File: src/rtl/onehot_pkg.sv
// Shared constants and one-hot helpers for the round-robin mux.
package onehot_pkg;

  localparam int unsigned ONEHOT_MAX_N = 16;
  localparam int unsigned ONEHOT_CNT_W = 16;
  localparam int unsigned ONEHOT_IDX_W = 4;

  typedef logic [ONEHOT_CNT_W-1:0] onehot_cnt_t;

  // True when zero or exactly one bit is set.
  function automatic logic onehot_is_valid(input logic [ONEHOT_MAX_N-1:0] v);
    return (v & (v - ONEHOT_MAX_N'(1))) == '0;
  endfunction

  function automatic logic [ONEHOT_IDX_W-1:0] onehot_to_idx(input logic [ONEHOT_MAX_N-1:0] v);
    logic [ONEHOT_IDX_W-1:0] idx;
    idx = '0;
    for (int unsigned i = 0; i < ONEHOT_MAX_N; i++) begin
      if (v[i]) idx = ONEHOT_IDX_W'(i);
    end
    return idx;
  endfunction

endpackage

File: src/rtl/onehot_rr_arb.sv
// Round-robin arbiter: rotate requests by prio_ptr, pick lowest set bit, rotate back.
module onehot_rr_arb
  import onehot_pkg::*;
#(
  parameter int unsigned N = 4
) (
  input  logic         clk,
  input  logic         rst_aL,
  input  logic [N-1:0] req_i,
  input  logic         en_i,
  input  logic         advance_i,
  output logic [N-1:0] grant_c_o
);

  localparam int unsigned PW = $clog2(N);

  logic [PW-1:0]           prio_ptr_q, prio_ptr_d;
  logic [N-1:0]            rot_c, pri_c, grant_c;
  logic [ONEHOT_IDX_W-1:0] gidx_c;
  int unsigned             nxt_c;

  always_comb begin
    rot_c   = (req_i >> prio_ptr_q) | (req_i << (N - 32'(prio_ptr_q)));
    pri_c   = rot_c & (~rot_c + N'(1));
    grant_c = '0;
    if (en_i) grant_c = (pri_c << prio_ptr_q) | (pri_c >> (N - 32'(prio_ptr_q)));
  end

  assign grant_c_o = grant_c;

  // Pointer moves to the slot just past the winner; a denied channel keeps its turn.
  always_comb begin
    gidx_c     = onehot_to_idx(ONEHOT_MAX_N'(grant_c));
    nxt_c      = 32'(gidx_c) + 32'd1;
    if (nxt_c >= N) nxt_c = 32'd0;
    prio_ptr_d = prio_ptr_q;
    if (advance_i) prio_ptr_d = PW'(nxt_c);
  end

  always_ff @(posedge clk or negedge rst_aL) begin
    if (!rst_aL) prio_ptr_q <= '0;
    else         prio_ptr_q <= prio_ptr_d;
  end

endmodule

File: src/rtl/onehot_rr_mux.sv
// N-channel round-robin one-hot mux with a one-entry registered valid/ready output.
// Optional per-channel grant counters enabled by ONEHOT_RR_MUX_STATS_EN.
module onehot_rr_mux
  import onehot_pkg::*;
#(
  parameter int unsigned N = 4,
  parameter int unsigned W = 32
) (
  input  logic           clk,
  input  logic           rst_aL,
  input  logic [N-1:0]   in_valid,
  input  logic [N*W-1:0] in_data,
  output logic [N-1:0]   in_ready,
  output logic           out_valid,
  input  logic           out_ready,
  output logic [W-1:0]   out_data,
  output logic [N-1:0]   out_sel
`ifdef ONEHOT_RR_MUX_STATS_EN
  ,
  output logic [N*ONEHOT_CNT_W-1:0] grant_cnt
`endif
);

  logic         free_c, en_c, xfer_c;
  logic [N-1:0] grant_c;
  logic [W-1:0] data_c;

  logic         out_valid_q, out_valid_d;
  logic [W-1:0] out_data_q, out_data_d;
  logic [N-1:0] out_sel_q, out_sel_d;

  // Reset gates the grant so nothing is accepted while rst_aL is low.
  assign free_c = ~out_valid_q | out_ready;
  assign en_c   = free_c & rst_aL;
  assign xfer_c = |grant_c;

  onehot_rr_arb #(.N(N)) u_arb (
    .clk       (clk),
    .rst_aL    (rst_aL),
    .req_i     (in_valid),
    .en_i      (en_c),
    .advance_i (xfer_c),
    .grant_c_o (grant_c)
  );

  assign in_ready = grant_c;

  always_comb begin
    data_c = '0;
    for (int unsigned i = 0; i < N; i++) begin
      data_c = data_c | (in_data[i*W +: W] & {W{grant_c[i]}});
    end
  end

  always_comb begin
    out_valid_d = out_valid_q;
    out_data_d  = out_data_q;
    out_sel_d   = out_sel_q;
    if (xfer_c) begin
      out_valid_d = 1'b1;
      out_data_d  = data_c;
      out_sel_d   = grant_c;
    end else if (out_ready) begin
      out_valid_d = 1'b0;
    end
  end

  always_ff @(posedge clk or negedge rst_aL) begin
    if (!rst_aL) begin
      out_valid_q <= 1'b0;
      out_data_q  <= '0;
      out_sel_q   <= '0;
    end else begin
      out_valid_q <= out_valid_d;
      out_data_q  <= out_data_d;
      out_sel_q   <= out_sel_d;
    end
  end

  assign out_valid = out_valid_q;
  assign out_data  = out_data_q;
  assign out_sel   = out_sel_q;

`ifdef ONEHOT_RR_MUX_STATS_EN
  for (genvar i = 0; i < N; i++) begin : g_cnt
    onehot_cnt_t cnt_q, cnt_d;

    always_comb begin
      cnt_d = cnt_q;
      if (grant_c[i] && (cnt_q != '1)) cnt_d = cnt_q + ONEHOT_CNT_W'(1);
    end

    always_ff @(posedge clk or negedge rst_aL) begin
      if (!rst_aL) cnt_q <= '0;
      else         cnt_q <= cnt_d;
    end

    assign grant_cnt[i*ONEHOT_CNT_W +: ONEHOT_CNT_W] = cnt_q;
  end
`endif

`ifndef SYNTHESIS
  a_grant_onehot: assert property (@(posedge clk) disable iff (!rst_aL)
    onehot_is_valid(ONEHOT_MAX_N'(in_ready)));
`endif

endmodule

File: config.mk
export PLATFORM = sky130hd
export DESIGN_NAME = onehot_rr_mux
export DESIGN_NICKNAME = d
export VERILOG_FILES = /design/src/rtl/onehot_pkg.sv /design/src/rtl/onehot_rr_arb.sv /design/src/rtl/onehot_rr_mux.sv
export SDC_FILE = /design/constraint.sdc
export NUM_CORES = 1
export LEC_CHECK = 0
export CAP_MARGIN = 15
export CORE_ASPECT_RATIO = 0.5
export CORE_UTILIZATION = 41
export CTS_CLUSTER_DIAMETER = 30
export DETAILED_ROUTE_END_ITERATION = 10
export PLACE_DENSITY = 0.93
export SETUP_SLACK_MARGIN = 0.4
export SLEW_MARGIN = 20
export SYNTH_ARGS = -nofsm -noshare
export SYNTH_HDL_FRONTEND = slang
export SYNTH_SLANG_ARGS = --single-unit
File: constraint.sdc
create_clock -name clk -period 8.4 [get_ports clk]
set_input_delay 1.26 -clock clk [delete_from_list [all_inputs] [get_ports clk]]
set_output_delay 1.26 -clock clk [all_outputs]
set_load 0.01 [all_outputs]
# Word level (Yosys, flattened, before mapping)

Index checks and enable logic that the tools add are counted.

Add/sub/neg operators: 3
Order comparisons: 1
Shift-type cells: 4
Multiplexer cells: 7
Bitwise gates (word level): 14
Reduce and logical (&&, ||, !) cells: 2

Operators by type and width:

| cell                | count |
|---|---|
| $and 32x32->32      | 4 |
| $or 32x32->32       | 3 |
| $shl 4x32->4        | 1 |
| $shr 4x32->4        | 1 |
| $or 4x4->4          | 2 |
| $mux 2              | 3 |
| $add 4x1->4 const B | 1 |
| $and 4x4->4         | 1 |
| $mux 4              | 1 |
| $not 4->4           | 1 |
| $reduce_or 4->1     | 1 |
| $shl 4x2->4         | 1 |
| $shr 4x2->4         | 1 |
| $sub 3x2->4 const A | 1 |
| $add 2x1->3 const B | 1 |
| $ge 3x3->1 const B  | 1 |
| $mux 1              | 3 |
| $reduce_bool 2->1   | 1 |
| $and 1x1->1         | 1 |
| $not 1->1           | 1 |
| $or 1x1->1          | 1 |

Bits in registers: 39
Output and inout bits: 41
Logic and storage cells: 35

# Depth between registers and ports, before layout

Gate-level depths: netlist (run 1).

Word-level depth: 15
Depth in mapped cells: 14
Gate-level depth less buffers: 9

# Hierarchy

Synthesis (run 1) repeated with hierarchy kept, for this count alone.

Cells, all modules: 276
Area total of the unflattened synthesis: 2,561.2 µm²

Modules (own cells, without submodules):

| module        | times used | cells each | area each (µm²) | seq. area each (µm²) |
|---|---|---|---|---|
| onehot_rr_mux | 1          | 197        | 1,938.1         | 925.9 |
| onehot_rr_arb | 1          | 79         | 623.1           | 50.0 |

# Worst setup path after synthesis (run 1)

No wires, ideal clock.

Path kind: input port to output port
Start: in in_valid[0]
End: out in_ready[3]
Data arrival time: 2.999 ns
Required time: 7.140 ns
Path slack: 4.141 ns
Stages: 7
Path buffers: 2
Cells stage by stage: clkbuf_1 mux2i_2 a2bb2oi_2 o211ai_1 or3_1 a221oi_4 buf_2

Word-level cells in the longest chain between the ends: 8
Elaborated cells on any way between the ends: 10
Classes of those cells: 1 x add/sub; 4 x shift; 1 x mux; 4 x bitwise

Ends and longest elaborated chain:

| what                                        | line                | source |
|---|---|---|
| start, declared                             | onehot_rr_mux.sv:11 | `input logic [N-1:0] in_valid,` |
| $shl 4x32->4 or $shr 4x2->4 (tied branches) | onehot_rr_arb.sv:23 | `rot_c = (req_i >> prio_ptr_q) \| (req_i << (N - 32'(prio_ptr_q)));` |
| $or 4x4->4 *                                | onehot_rr_arb.sv:23 |  |
| $not 4->4                                   | onehot_rr_arb.sv:24 | `pri_c = rot_c & (~rot_c + N'(1));` |
| $add 4x1->4                                 | onehot_rr_arb.sv:24 |  |
| $and 4x4->4 *                               | onehot_rr_arb.sv:24 |  |
| $shr 4x32->4 or $shl 4x2->4 (tied branches) | onehot_rr_arb.sv:26 | `if (en_i) grant_c = (pri_c << prio_ptr_q) \| (pri_c >> (N - 32'(prio_ptr_q)));` |
| $or 4x4->4 *                                | onehot_rr_arb.sv:26 |  |
| $mux 4 *                                    | onehot_rr_arb.sv:26 |  |
| end, declared                               | onehot_rr_mux.sv:13 | `output logic [N-1:0] in_ready,` |

Mark *: on every way between the ends. The rest lies on a longest branch, timed or not.

# Worst setup path in the final report (run 1)

Start: reg u_arb.prio_ptr_q[0]
End: out in_ready[3]

Word-level cells in the longest chain between the ends: 9
Elaborated cells on any way between the ends: 11
Classes of those cells: 2 x add/sub; 4 x shift; 1 x mux; 4 x bitwise

Ends and longest elaborated chain:

| what                                        | line                                     | source |
|---|---|---|
| start, declared                             | onehot_rr_arb.sv:17                      | `logic [PW-1:0] prio_ptr_q, prio_ptr_d;` |
| start signal, assigned                      | onehot_rr_arb.sv:42                      | `else prio_ptr_q <= prio_ptr_d;` |
| $sub 3x2->4                                 | onehot_rr_arb.sv:23, onehot_rr_arb.sv:26 |  |
| $shl 4x32->4                                | onehot_rr_arb.sv:23                      |  |
| $or 4x4->4                                  | onehot_rr_arb.sv:23                      |  |
| $not 4->4                                   | onehot_rr_arb.sv:24                      |  |
| $add 4x1->4                                 | onehot_rr_arb.sv:24                      |  |
| $and 4x4->4                                 | onehot_rr_arb.sv:24                      |  |
| $shr 4x32->4 or $shl 4x2->4 (tied branches) | onehot_rr_arb.sv:26                      |  |
| $or 4x4->4 *                                | onehot_rr_arb.sv:26                      |  |
| $mux 4 *                                    | onehot_rr_arb.sv:26                      |  |

Marks and branches as above.

==> flow_metrics.tcl, run 1 <==
set metrics [dict create \
    powerDensity_mw_per_mm2 346 \
    post-route-drc-count 0 \
    setup-tns-final_ps 0 \
    cp_data_required_time_ps 7140 \
    synth_warnings 0 \
    ios 176 \
    grt_pass1_wl_um 16000 \
    synth.yosys.seq_area_share 0.335 \
    hp-class "register to register" \
    p_switching_w 0.000729 \
    synthSimpleGateAreaFrac 0.146 \
    layout_setup_ws_ps 2650 \
    clock.fmax_ghz 0.174 \
    syn2layout_area_growth_pct 67.5 \
    antenna_found_initial 0 \
    cts_tree "done" \
    dr.pass1.iters 4 \
    drive_gt1_frac 0.0502 \
    tightestPinTransition_ps 1080 \
    cp.arrival_ps 4490 \
    syn_inst 317 \
    synth_cell_types 52 \
    yosys-top-cells-count "39 x dfrtp_1, 37 x a211oi_1, 34 x inv_1" \
    ant_nets 0 \
    cp_max_fo 37 \
    path_cells "inv_1, ha_1, mux2_2, a21oi_1, o21ai_0, or3_1, a221oi_4, buf_4, clkdlybuf4s50_1" \
    setup_viol 0 \
    dp_hpwl_um 7520 \
    status "finished clean" \
    rr_endpoint "out_data[21]" \
    cp_top_family "buffers and inverters" \
    synth_edf_count 0 \
    cp_num_buf_inv 3 \
    muxShareOfSynthArea 0.122 \
    clock_path_buffers 2 \
    seq_power_share 0.197 \
    crit_slowest_cell "dfrtp_1" \
    fp.dieArea_mm2 0.00747 \
    path_clk_slew_ps 60 \
    htree_levels 2 \
    nets 614 \
    min_from "out_sel[0]" \
    relSlewSlack 0.278 \
    grt_max_degree 42 \
    clock-sinks 39 \
    ys_ff_latch 39 \
    diodes 0 \
    reg2reg_depth 10 \
    p_leak_nw 2.18 \
    syn-cell-area_mm2 0.00292 \
    yosys-top-cells-area "dfrtp_1 33%, mux2i_1 11%, a22o_1 9.6%" \
    switching_share 0.431 \
    combPwrFrac 0.669 \
    cts_buffers 5 \
    max-vdd-ir-drop_v 0.000213 \
    syn_area_per_cell_um2 9.20 \
    die_x_um 121 \
    synth_xor_xnor_area_share 0.00300 \
    die_height_um 61.6 \
    synth_fa_ha_area_frac 0.00858 \
    p_int_w 0.000962 \
    final_area_mm2 0.00488 \
    insertion_delay_ps 280 \
    holdPathEnd "out_sel[0]" \
    worst_hold_path.num_cells 1 \
    clkPwrFrac 0.135 \
    drt_iter0_markers 224 \
    yosys.area.top_type "dfrtp_1" \
    place_ws_ps 2670 \
    core-area_mm2 0.00678 \
    synth_fp_nets 454 \
    gp_congestion 0.875 \
    numPortBuffers 175 \
    synthArstFlopShare 1.00 \
    vias 3210 \
    whs_ps 478 \
    rows 21 \
    synth_top_cell_area_share 0.335 \
    cts_hold_buf 0 \
    root_buffer "clkbuf_16" \
    grtUsageTotal 0.278 \
    placed_area_mm2 0.00471 \
    synth_most_common_cell "dfrtp_1" \
    max_stage_delay_ps 830 \
    synth-compound-area-share 0.292 \
    clock_skew_ps 4.68 \
    wl_per_cell_um 18.0 \
    synth_top_family_by_area "compound AO/OA/AOI/OAI gates" \
    rsz0062_at_grt "no" \
    endpoint_kind "primary output" \
    cts_resized 0 \
    crit_type "register to primary output" \
    start_kind "register" \
    maxCapViolations 0 \
    post_cts_buffers 0 \
    hold_violations 0 \
    grt_pass1_vias 3232 \
    viasPerCell 5.63 \
    routed_wl_um 10200 \
    fin_crit_sh 0.685 \
    overflow 0 \
    synth_ff_type "dfrtp_1" \
    r2r_slack_ps 3960 \
    initial_core_util 0.430 \
    r2r-start "u_arb.prio_ptr_q[0]" \
    drv_slew 0 \
    post-route-min-period_ps 5750 \
]
## placed cells by master (no fill, tap or decap), drive strengths merged, types with 2 or more instances in the layout
cell type      synthesis  final
inv                   35     36
nor2b                  4      4
nor3                   6      6
clkbuf                14      6
o211ai                 3      3
a21oi                  4      4
nand2b                 2      2
a22o                  32     32
a21o                   6      6
or3                    2      2
o21ai                  7      7
a2111o                 2      2
a211oi                38     38
and2                   3      3
nand2                  5      5
a211o                  2      2
dfrtp                 39     39
buf                   14      7
mux2                   2      2
mux2i                 33     33
ha                     2      2
clkdlybuf4s50          0    174
and3                  32     32
nor4                   2      2
nor2                   9      9
## flip-flops by register name, summed over array words and instances, names as in the netlist
| name | flops |
|---|---|
| u_arb.prio_ptr_q | 2 |
| out_sel | 4 |
| out_valid | 1 |
| out_data | 32 |
## stage by stage
step / instances / util / total power [W]
after floorplan: 317 / - / 0.00109
after detailed placement: 562 / 0.694 / 0.00146
after CTS: 570 / 0.720 / 0.00169
final: 570 / 0.720 / 0.00169
after global placement: 562 / 0.694 / 0.00142
after global routing: 570 / 0.720 / 0.00181
## worst max-delay path by stage
stage / from / end / slack [ps] / depth (start not counted)
finish: u_arb.prio_ptr_q[0] / in_ready[3] / 2650 / 9
global route: u_arb.prio_ptr_q[0] / in_ready[3] / 2320 / 9
CTS: u_arb.prio_ptr_q[0] / in_ready[3] / 2680 / 9
detailed placement: rst_aL / in_ready[2] / 2670 / 6
global placement: in_valid[2] / in_ready[0] / 2800 / 7
floorplan: in_valid[0] / in_ready[3] / 4140 / 7
## layout make-up
cell class | instances | area (um^2)
Clock buffer | 6 | 139
Clock inverter | 2 | 38.8
Fill cell | 484 | 1900
Inverter | 35 | 131
Multi-Input combinational cell | 215 | 1690
Sequential cell | 39 | 976
Tap cell | 92 | 115
Timing Repair Buffer | 181 | 1790
## layer usage
layer / GRT usage / wire [um] / up-vias
met5: 0 / 0 / -
met4: 0.120 / 289 / 0
met3: 0.0537 / 499 / 30
met2: 0.513 / 5370 / 117
met1: 0.328 / 4080 / 1556
li1: - / - / 1507
## logic make-up (layout without fill, tap and decap cells)
| group | after synthesis | after routing |
|---|---|---|
| AO/OA/AOI/OAI | 104 | 104 |
| AND/OR/NAND/NOR | 73 | 73 |
| buffers and inverters | 63 | 224 |
| flip-flops | 39 | 39 |
| multiplexers | 35 | 35 |
| adder cells (fa/ha/maj) | 2 | 2 |
| XOR/XNOR | 1 | 1 |
## power groups by stage
stage          Clock [W]  Sequential (W)  Combinational (W)
5_1_grt         0.000239        0.000344            0.00122
2_1_floorplan          0        0.000338           0.000748
3_5_place_dp           0        0.000335            0.00112
4_1_cts         0.000231        0.000332            0.00113
6_report        0.000228        0.000332            0.00113
3_3_place_gp           0        0.000330            0.00109
Note: power is estimated with default switching activity, not from simulation.
==> run 2: changes to the inputs <==
--- a/config.mk
+++ b/config.mk
@@ -7,10 +7,10 @@
 export LEC_CHECK = 0
 export CAP_MARGIN = 15
 export CORE_ASPECT_RATIO = 0.5
-export CORE_UTILIZATION = 41
+export CORE_UTILIZATION = 34
 export CTS_CLUSTER_DIAMETER = 30
 export DETAILED_ROUTE_END_ITERATION = 10
-export PLACE_DENSITY = 0.93
+export PLACE_DENSITY = 0.83
 export SETUP_SLACK_MARGIN = 0.4
 export SLEW_MARGIN = 20
 export SYNTH_ARGS = -nofsm -noshare
==> constraint.sdc (replaced) <==
create_clock -name clk -period 5.13 [get_ports clk]
set_input_delay 0.7695 -clock clk [delete_from_list [all_inputs] [get_ports clk]]
set_output_delay 0.7695 -clock clk [all_outputs]
set_load 0.01 [all_outputs]
==> flow_metrics.tcl, run 2 (synthesis results as in run 1) <==
set metrics [dict create \
    status "finished clean" \
    largest_reg_flops 32 \
    diodes 0 \
    stdcell_count 594 \
    start_kind "register" \
    drv_slew 0 \
    post_cts_buffers 0 \
    whs_ps 336 \
    syn2layout_area_growth_pct 68.6 \
    antenna_found_initial 0 \
    reg2reg_depth 10 \
    relSlewSlack 0.687 \
    tightestPinTransition_ps 470 \
    fp.dieArea_mm2 0.00897 \
    hold_violations 0 \
    powerDensity_mw_per_mm2 553 \
    crit_type "register to primary output" \
    cts_resized 0 \
    rsz0062_at_grt "no" \
    grtUsageTotal 0.217 \
    fin_crit_sh 0.858 \
    dp_hpwl_um 7600 \
    ant_nets 0 \
    cts_tree "done" \
    clock_skew_ps 5.39 \
    cp_max_fo 16 \
    ios 176 \
    cp.arrival_ps 3630 \
    grt_max_degree 38 \
    grt_pass1_vias 2978 \
    die_height_um 67.5 \
    p_leak_nw 2.18 \
    nets 618 \
    post-route-drc-count 0 \
    layout_common_cells "174 x clkdlybuf4s50_1, 39 x dfrtp_1, 37 x a211oi_1, 34 x inv_1" \
    drive_gt1_frac 0.0581 \
    cts_buffers 5 \
    gp_congestion 0.914 \
    cts_hold_buf 0 \
    setup_viol 0 \
    place_ws_ps 1030 \
    drt_iter0_markers 241 \
    insertion_delay_ps 280 \
    rows 23 \
    routed_wl_um 10100 \
    die_x_um 133 \
    final_common_cell "clkdlybuf4s50_1" \
    cp_data_required_time_ps 4360 \
    maxCapViolations 0 \
    overflow 0 \
    clock-sinks 39 \
    hp-class "primary input to async pin" \
    clock_path_buffers 2 \
    grt_pass1_wl_um 15100 \
    clock.fmax_ghz 0.227 \
    wl_per_cell_um 17.0 \
    r2r_slack_ps 1150 \
    post-route-min-period_ps 4400 \
    dp.cells 586 \
    numPortBuffers 175 \
    initial_core_util 0.358 \
    dr.pass1.iters 4 \
    max-vdd-ir-drop_v 0.000357 \
    endpoint_kind "primary output" \
    setup-tns-final_ps 0 \
    layout_setup_ws_ps 730 \
    viasPerCell 5.25 \
    core-area_mm2 0.00814 \
    path_clk_slew_ps 60 \
    vias 3116 \
    htree_levels 2 \
    root_buffer "clkbuf_16" \
]
run 2: cell types whose count changed in the layout (fill, tap and decap cells not counted), sizes merged:
cell and change:
buf +4, bufinv -1, clkinv +1, clkinvlp +1
inv -1
run 2: path summary, 6_finish.rpt:
check / startpoint / end
min in group clk: out_sel[2] / out_sel[2]
hold / removal: rst_aL / out_sel[0]
hold reg to reg: out_sel[2] / out_sel[2]
setup / recovery: u_arb.prio_ptr_q[1] / in_ready[3]
max in group asynchronous: rst_aL / out_data[1]
setup reg to reg: u_arb.prio_ptr_q[1] / out_data[27]
run 2: critical path, cell delays in order, from the launching register on:
cell	delay (ps)
dfrtp_1	630
inv_2	170
ha_1	610
mux2_2	400
a21oi_1	180
o21ai_0	110
or3_1	370
a221oi_4	290
clkdlybuf4s50_1	590
run 2: report_power, final:
group / switching (W) / internal [W] / leakage [nW] / total [W]
Clock: 0.000128 / 0.000194 / 0.0731 / 0.000322
Sequential: 0.0000747 / 0.000440 / 0.503 / 0.000515
Combinational: 0.000981 / 0.000898 / 1.61 / 0.00188
Total: 0.00118 / 0.00153 / 2.18 / 0.00272
run 2: cell type report:
class / instances / area (um^2)
fillers: 705 / 3230
repair buffers: 185 / 1820
multi-input cells: 215 / 1690
flip-flops and latches: 39 / 976
well taps: 112 / 140
clock buffers: 6 / 139
inverters: 35 / 131
clock inverters: 2 / 16.3
run 2: layer usage:
metal	vias up	global-route usage	part of all wire
met5	-	0	0
met4	0	0.0560	0.015
met3	14	0.0458	0.043
met2	98	0.395	0.52
met1	1491	0.266	0.42
li1	1513	-	-
run 2: through the flow:
stage | power, W | cell area, um^2 | utilization
floorplan | 0.00178 | 2920 | -
global placement | 0.00240 | 4760 | 0.585
detailed placement | 0.00241 | 4760 | 0.585
CTS | 0.00274 | 4920 | 0.604
global route | 0.00290 | 4920 | 0.604
finish | 0.00272 | 4920 | 0.604
